[src/rtl/shift_pkg.sv]
// ---------------------------------------------------------------------------
// shift_pkg
// Shared definitions for the sequential shift unit.
//   shift_op_e : shift mode encodings (LSL, LSR, ASR, ROR)
//   state_e    : control states of the shift unit FSM
//   F_N..F_V   : bit positions of the NZCV flags inside the 4-bit flag bus
// ---------------------------------------------------------------------------
package shift_pkg;

    typedef enum logic [1:0] {
        OP_LSL = 2'd0,
        OP_LSR = 2'd1,
        OP_ASR = 2'd2,
        OP_ROR = 2'd3
    } shift_op_e;

    typedef enum logic [1:0] {
        ST_IDLE  = 2'd0,
        ST_SHIFT = 2'd1,
        ST_DONE  = 2'd2
    } state_e;

    localparam int F_N = 3;
    localparam int F_Z = 2;
    localparam int F_C = 1;
    localparam int F_V = 0;

endpackage

[src/rtl/shift_step.sv]
// ---------------------------------------------------------------------------
// shift_step
// Combinational single-iteration shifter used once per SHIFT cycle.
//   value   : in  WIDTH  current working value
//   op      : in  2      shift mode
//   s       : in  S_W    positions to shift this iteration, 0..STEP
//   shifted : out WIDTH  value after shifting by s
//   carry   : out 1      last bit shifted out during this iteration (0 if s=0)
// ---------------------------------------------------------------------------
module shift_step
    import shift_pkg::*;
#(
    parameter int WIDTH = 32,
    parameter int STEP  = 4,
    parameter int S_W   = $clog2(STEP + 1)
) (
    input  logic [WIDTH-1:0] value,
    input  shift_op_e        op,
    input  logic [S_W-1:0]   s,
    output logic [WIDTH-1:0] shifted,
    output logic             carry
);

    // One extra guard bit beside the operand catches the last bit pushed out,
    // so the carry falls out of the same shift that produces the result.
    logic        [WIDTH:0] wide;
    logic signed [WIDTH:0] wide_s;

    always_comb begin
        wide    = '0;
        wide_s  = '0;
        shifted = value;
        carry   = 1'b0;
        case (op)
            OP_LSL: begin
                wide    = {1'b0, value} << s;
                shifted = wide[WIDTH-1:0];
                carry   = wide[WIDTH];
            end
            OP_LSR: begin
                wide    = {value, 1'b0} >> s;
                shifted = wide[WIDTH:1];
                carry   = wide[0];
            end
            OP_ASR: begin
                wide_s  = $signed({value, 1'b0}) >>> s;
                shifted = wide_s[WIDTH:1];
                carry   = wide_s[0];
            end
            OP_ROR: begin
                // For s=0 the left-shift term vanishes and value passes through.
                shifted = (value >> s) | (value << (WIDTH - int'(s)));
                carry   = (s != '0) && shifted[WIDTH-1];
            end
            default: begin
                shifted = value;
                carry   = 1'b0;
            end
        endcase
    end

endmodule

[src/rtl/shift_unit_seq.sv]
// ---------------------------------------------------------------------------
// shift_unit_seq
// Multi-cycle shifter (LSL/LSR/ASR/ROR) shifting up to STEP positions per
// clock, with a start/busy/done handshake and packed NZCV flags.
//   clk    : in  1        system clock, rising edge
//   rst    : in  1        synchronous active-high reset
//   start  : in  1        request, accepted when not busy
//   op     : in  2        mode 0=LSL 1=LSR 2=ASR 3=ROR, sampled on accept
//   din    : in  WIDTH    operand, sampled on accept
//   amount : in  AMT_W    unsigned shift count, sampled on accept
//   busy   : out 1        high while shifting
//   done   : out 1        one-cycle pulse when result/flags become valid
//   result : out WIDTH    shifted value, held until the next completion
//   flags  : out 4        {N,Z,C,V}, held with result
//   out    : out WIDTH+4  {flags,result}
// ---------------------------------------------------------------------------
module shift_unit_seq
    import shift_pkg::*;
#(
    parameter int WIDTH = 32,
    parameter int AMT_W = 8,
    parameter int STEP  = 4
) (
    input  logic             clk,
    input  logic             rst,
    input  logic             start,
    input  logic [1:0]       op,
    input  logic [WIDTH-1:0] din,
    input  logic [AMT_W-1:0] amount,
    output logic             busy,
    output logic             done,
    output logic [WIDTH-1:0] result,
    output logic [3:0]       flags,
    output logic [WIDTH+3:0] out
);

    localparam int CNT_W = $clog2(WIDTH + 2);
    localparam int S_W   = $clog2(STEP + 1);

    state_e           state;
    shift_op_e        op_q;
    logic             sign_q;
    logic [WIDTH-1:0] work;
    logic [CNT_W-1:0] remaining;
    logic [CNT_W-1:0] n_eff;
    logic [31:0]      amt_ext;
    logic [S_W-1:0]   step_s;
    logic [WIDTH-1:0] step_out;
    logic             step_c;
    logic             last_step;

    // Clamp the requested count: logical shifts saturate one past WIDTH so the
    // final carry is a shifted-in zero, ASR saturates at WIDTH (all sign bits),
    // and rotates wrap modulo WIDTH.
    always_comb begin
        amt_ext = 32'(amount);
        n_eff   = '0;
        case (shift_op_e'(op))
            OP_LSL, OP_LSR: n_eff = CNT_W'((amt_ext > 32'(WIDTH + 1)) ? 32'(WIDTH + 1) : amt_ext);
            OP_ASR:         n_eff = CNT_W'((amt_ext > 32'(WIDTH)) ? 32'(WIDTH) : amt_ext);
            OP_ROR:         n_eff = CNT_W'(amt_ext % 32'(WIDTH));
            default:        n_eff = '0;
        endcase
    end

    always_comb begin
        step_s    = (remaining > CNT_W'(STEP)) ? S_W'(STEP) : S_W'(remaining);
        last_step = (remaining <= CNT_W'(STEP));
    end

    shift_step #(
        .WIDTH (WIDTH),
        .STEP  (STEP),
        .S_W   (S_W)
    ) u_step (
        .value   (work),
        .op      (op_q),
        .s       (step_s),
        .shifted (step_out),
        .carry   (step_c)
    );

    // Control FSM. A zero effective count skips SHIFT entirely; a rotate by a
    // nonzero multiple of WIDTH still reports the MSB as carry, since the last
    // bit rotated out lands there.
    always_ff @(posedge clk) begin
        if (rst) begin
            state     <= ST_IDLE;
            busy      <= 1'b0;
            done      <= 1'b0;
            result    <= '0;
            flags     <= '0;
            work      <= '0;
            remaining <= '0;
            op_q      <= OP_LSL;
            sign_q    <= 1'b0;
        end else begin
            done <= 1'b0;
            case (state)
                ST_IDLE, ST_DONE: begin
                    if (start) begin
                        op_q   <= shift_op_e'(op);
                        sign_q <= din[WIDTH-1];
                        if (n_eff == '0) begin
                            result     <= din;
                            flags[F_N] <= din[WIDTH-1];
                            flags[F_Z] <= (din == '0);
                            flags[F_C] <= (op == OP_ROR) && (amount != '0) && din[WIDTH-1];
                            flags[F_V] <= 1'b0;
                            done       <= 1'b1;
                            state      <= ST_DONE;
                        end else begin
                            work      <= din;
                            remaining <= n_eff;
                            busy      <= 1'b1;
                            state     <= ST_SHIFT;
                        end
                    end else begin
                        state <= ST_IDLE;
                    end
                end
                ST_SHIFT: begin
                    work      <= step_out;
                    remaining <= remaining - CNT_W'(step_s);
                    if (last_step) begin
                        result     <= step_out;
                        flags[F_N] <= step_out[WIDTH-1];
                        flags[F_Z] <= (step_out == '0);
                        flags[F_C] <= step_c;
                        flags[F_V] <= (op_q == OP_LSL) && (step_out[WIDTH-1] != sign_q);
                        done       <= 1'b1;
                        busy       <= 1'b0;
                        state      <= ST_DONE;
                    end
                end
                default: begin
                    busy  <= 1'b0;
                    state <= ST_IDLE;
                end
            endcase
        end
    end

    assign out = {flags, result};

endmodule

[config.mk]
export PLATFORM = sky130hd
export DESIGN_NAME = shift_unit_seq
export DESIGN_NICKNAME = d
export VERILOG_FILES = /design/src/rtl/shift_pkg.sv /design/src/rtl/shift_step.sv /design/src/rtl/shift_unit_seq.sv
export SDC_FILE = /design/constraint.sdc
export NUM_CORES = 1
export LEC_CHECK = 0
export BUFFER_PORTS_ARGS = -buffer_cell sky130_fd_sc_hd__buf_2
export CORE_MARGIN = 4
export CORE_UTILIZATION = 53
export DETAILED_ROUTE_END_ITERATION = 8
export GPL_ROUTABILITY_DRIVEN = 0
export PLACE_DENSITY_LB_ADDON = 0.2
export SETUP_SLACK_MARGIN = 0.4
export SLEW_MARGIN = 5
export SYNTH_ARGS = -nofsm -noshare
export SYNTH_HDL_FRONTEND = slang
export SYNTH_HIERARCHICAL = 1
export SYNTH_SLANG_ARGS = --single-unit
[constraint.sdc]
create_clock -name clk -period 5.83 [get_ports clk]
set_clock_uncertainty 0.15 [all_clocks]
set_input_delay 0.583 -clock clk [delete_from_list [all_inputs] [get_ports clk]]
set_output_delay 0.583 -clock clk [all_outputs]
set_load 0.01 [all_outputs]
==> run summary <==
Final layout
- utilization after layout: 57.7%
- most used cells in the layout excluding fill and tap cells: nand2_1, buf_2, nor2_1, dfxtp_1, mux4_2
- post-layout instance area: 8070 um2
- layout cells sized above 1: 29.6%
- synth-to-layout area growth: 5.79%
- combined area of the multi-input logic cells: 5210 um2
- number of fillers in the final layout: 1252
- Inserted Diodes: 0
- commonest non-fill, non-tap cell in the layout: nand2_1
- Net count, final: 919
- post-layout instance count excluding filler cells: 1055
- FF+latch area: 1600 um2

Power and ir drop
- worst supply voltage drop on vdd: 0.156 mV
- static leakage: 3.03 nW
- power density of the placed cells: 290 nW/um2
- total power of the final layout: 2.34 mW

Floorplanning
- number of top-level pins: 119
- die outline area: 16400 um2
- core area: 14000 um2
- placement row count: 43
- starting density of the core: 54.6%
- vertical die dimension: 128 um
- width of the chip: 128 um

Global route
- number of antenna violations at the first check in global routing: 0
- vias in the first global route: 7051
- first-pass GRT wire length: 39200 um
- overall fraction of global-route tracks in use: 29.7%
- global-route congestion overflow total: 0
- maximum number of pins on one net before global-route repair: 92

Clock network
- CTS H-Tree Depth: 3
- clock tree root driver cell: clkbuf_16
- total clock buffers created by CTS: 9
- Clock transition at path regs: 70 ps
- worst-skew pair later-pin latency: 340 ps
- CTS hold repair buffers: 0
- number of sinks handled by clock tree synthesis: 80
- clock buffer depth: 2
- count of cells resized by post-cts repair: 0
- Post-CTS Setup Repair Bufs: 0
- CTS tree: yes

Synthesis
- proportion of synthesized flip-flops having asynchronous set or reset: 0%
- flip-flop and latch count after synthesis: 80
- number of warnings printed during yosys synthesis: 6
- instance count of the mapped netlist: 866
- Mean Syn Cell Area: 8.81 um2
- Post-synth EDFFs: 0
- Post-Synthesis Net Count: 914
- number of distinct library cells after synthesis: 68
- share of the synthesized area in the top cell type: 22.4%
- top post-synthesis cells by area: mux4_2, dfxtp_1, nand2_1
- cell type contributing the most total cell area after synthesis: mux4_2
- Syn Std Cell Area: 7630 um2
- most common flop cell mapped by yosys: dfxtp_1
- part of the Yosys area used for sequential elements: 21.0%

Detailed routing
- total number of vias: 7436
- Vias/cell: 7.05
- drt initial violations: 1086
- post-route ant nets: 0
- Avg WL per Cell: 23.6 um
- DRC violations left: 0
- detailed-routing iteration count for the pre-antenna-repair pass: 7
- Detailed Route WL: 24900 um

Timing
- clock period minus worst slack: 4720 ps
- Final Cycle Share: 80.9%
- setup repair after global routing missed its margin: no
- timing-limited maximum frequency: 212 MHz
- transition time at the pin with the least slew margin: 1230 ps
- worst hold margin: 318 ps
- worst rel slew slack: 17.7%
- Fin. Hold Viols: 0
- setup TNS after final layout: 0 ps
- final critical-path setup slack: 1110 ps
- max-slew violations: 0
- endpoints failing setup: 0

Worst setup path
- worst path required time: 5940 ps
- largest driver fanout on the critical path: 27
- CP arrival: 4830 ps
- CP max stage cell: nor4_1
- critical path type: reg -> reg
- category of the worst setup path capture point: register
- delay of the slowest critical-path stage: 590 ps
- cells along the critical path: or3_1, nor2_1, and2_2, clkinv_1, ha_1, buf_4, mux4_2, and3_1, o31ai_1, a41oi_1, nor4_1, nand4_1, nor4_1, nor3_1, nor3_2
- kind of start point of the critical path: register
- gate family responsible for the most delay along the worst path: simple AND/OR/NAND/NOR gates
- number of buffer and inverter instances along the worst setup path: 2
- Crit path top cell by count: nor4_1

Placement
- placed cell areas: 7750 um2
- DP Wirelength: 17400 um
- count of input and output buffers: 118
- worst slack at placement: 1280 ps
- dpl cells: 1040

Outcome
- run status: complete, no violations

Worst hold path
- type of the tightest min-delay check: reg -> reg

Job
- max_cap viols: 0

[logic make-up after synthesis]
group                    after synthesis  synth area share [%]
AO/OA/AOI/OAI                        208                  19.8
XOR/XNOR                               1                 0.115
adder cells (fa/ha/maj)                3                 0.492
buffers and inverters                142                  10.9
flip-flops                            80                  21.0
multiplexers                         134                  30.2
other                                  1                0.0491
AND/OR/NAND/NOR                      297                  17.4
[layout make-up]
cell class	instances	share of cell area, %
Clock buffer	9	2.79
Clock inverter	6	1.15
Inverter	5	0.232
Multi-Input combinational cell	644	64.5
Sequential cell	80	19.8
Tap cell	180	2.79
Timing Repair Buffer	131	8.68
[cell usage after synthesis (all sizes together) (3+ instances only)]
cell      n
inv       3
nand4     4
nand2   132
or3       4
a22oi    35
mux2i    46
ha        3
nand3     9
a21oi    61
dfxtp    80
or4       4
and3      6
mux2     12
nor4     17
o221a    11
a211oi    9
nor2     82
nand3b    3
mux4     76
nor2b     7
a311oi   33
o211ai    5
a31oi    10
clkbuf   58
o21ai    15
buf      78
nor3b     5
nor3     13
a211o     3
and2      6
[report_power, final]
group | total [mW] | switching, mW | leakage, nW | internal (mW)
Clock | 0.610 | 0.234 | 0.149 | 0.376
Sequential | 0.721 | 0.123 | 0.655 | 0.599
Combinational | 1.01 | 0.586 | 2.23 | 0.428
Total | 2.34 | 0.943 | 3.03 | 1.40
[state kept, by name, indices dropped and copies added (netlist names)]
name       flops
result        32
busy           1
sign_q         1
remaining      6
state          2
done           1
work          32
flags          3
op_q           2
[tightest hold or removal path, delay by kind of cell (launching register included)]
kind,cells,cell delay (ps)
AO/OA/AOI/OAI,1,50
AND/OR/NAND/NOR,1,50
flip-flops,1,320
[routing by layer]
metal	vias to the layer above	GRT usage [%]	wire [um]
met1	3579	39.2	9430
li1	3267	-	-
met2	505	48.2	11900
met5	-	0	0
met3	85	6.17	2560
met4	0	11.2	1020
[path summary, 6_finish.rpt]
path         cells after the start  slack (ps)                     end                       from
max reg2reg                     15        1110   flags[2]$_SDFFE_PP0P_  remaining[3]$_SDFFE_PP0P_
min reg2reg                      2         320  result[3]$_SDFFE_PP0P_     result[3]$_SDFFE_PP0P_
min                              2         320  result[3]$_SDFFE_PP0P_     result[3]$_SDFFE_PP0P_
max                             15        1110   flags[2]$_SDFFE_PP0P_  remaining[3]$_SDFFE_PP0P_
Power figures use the tool's default switching activity.
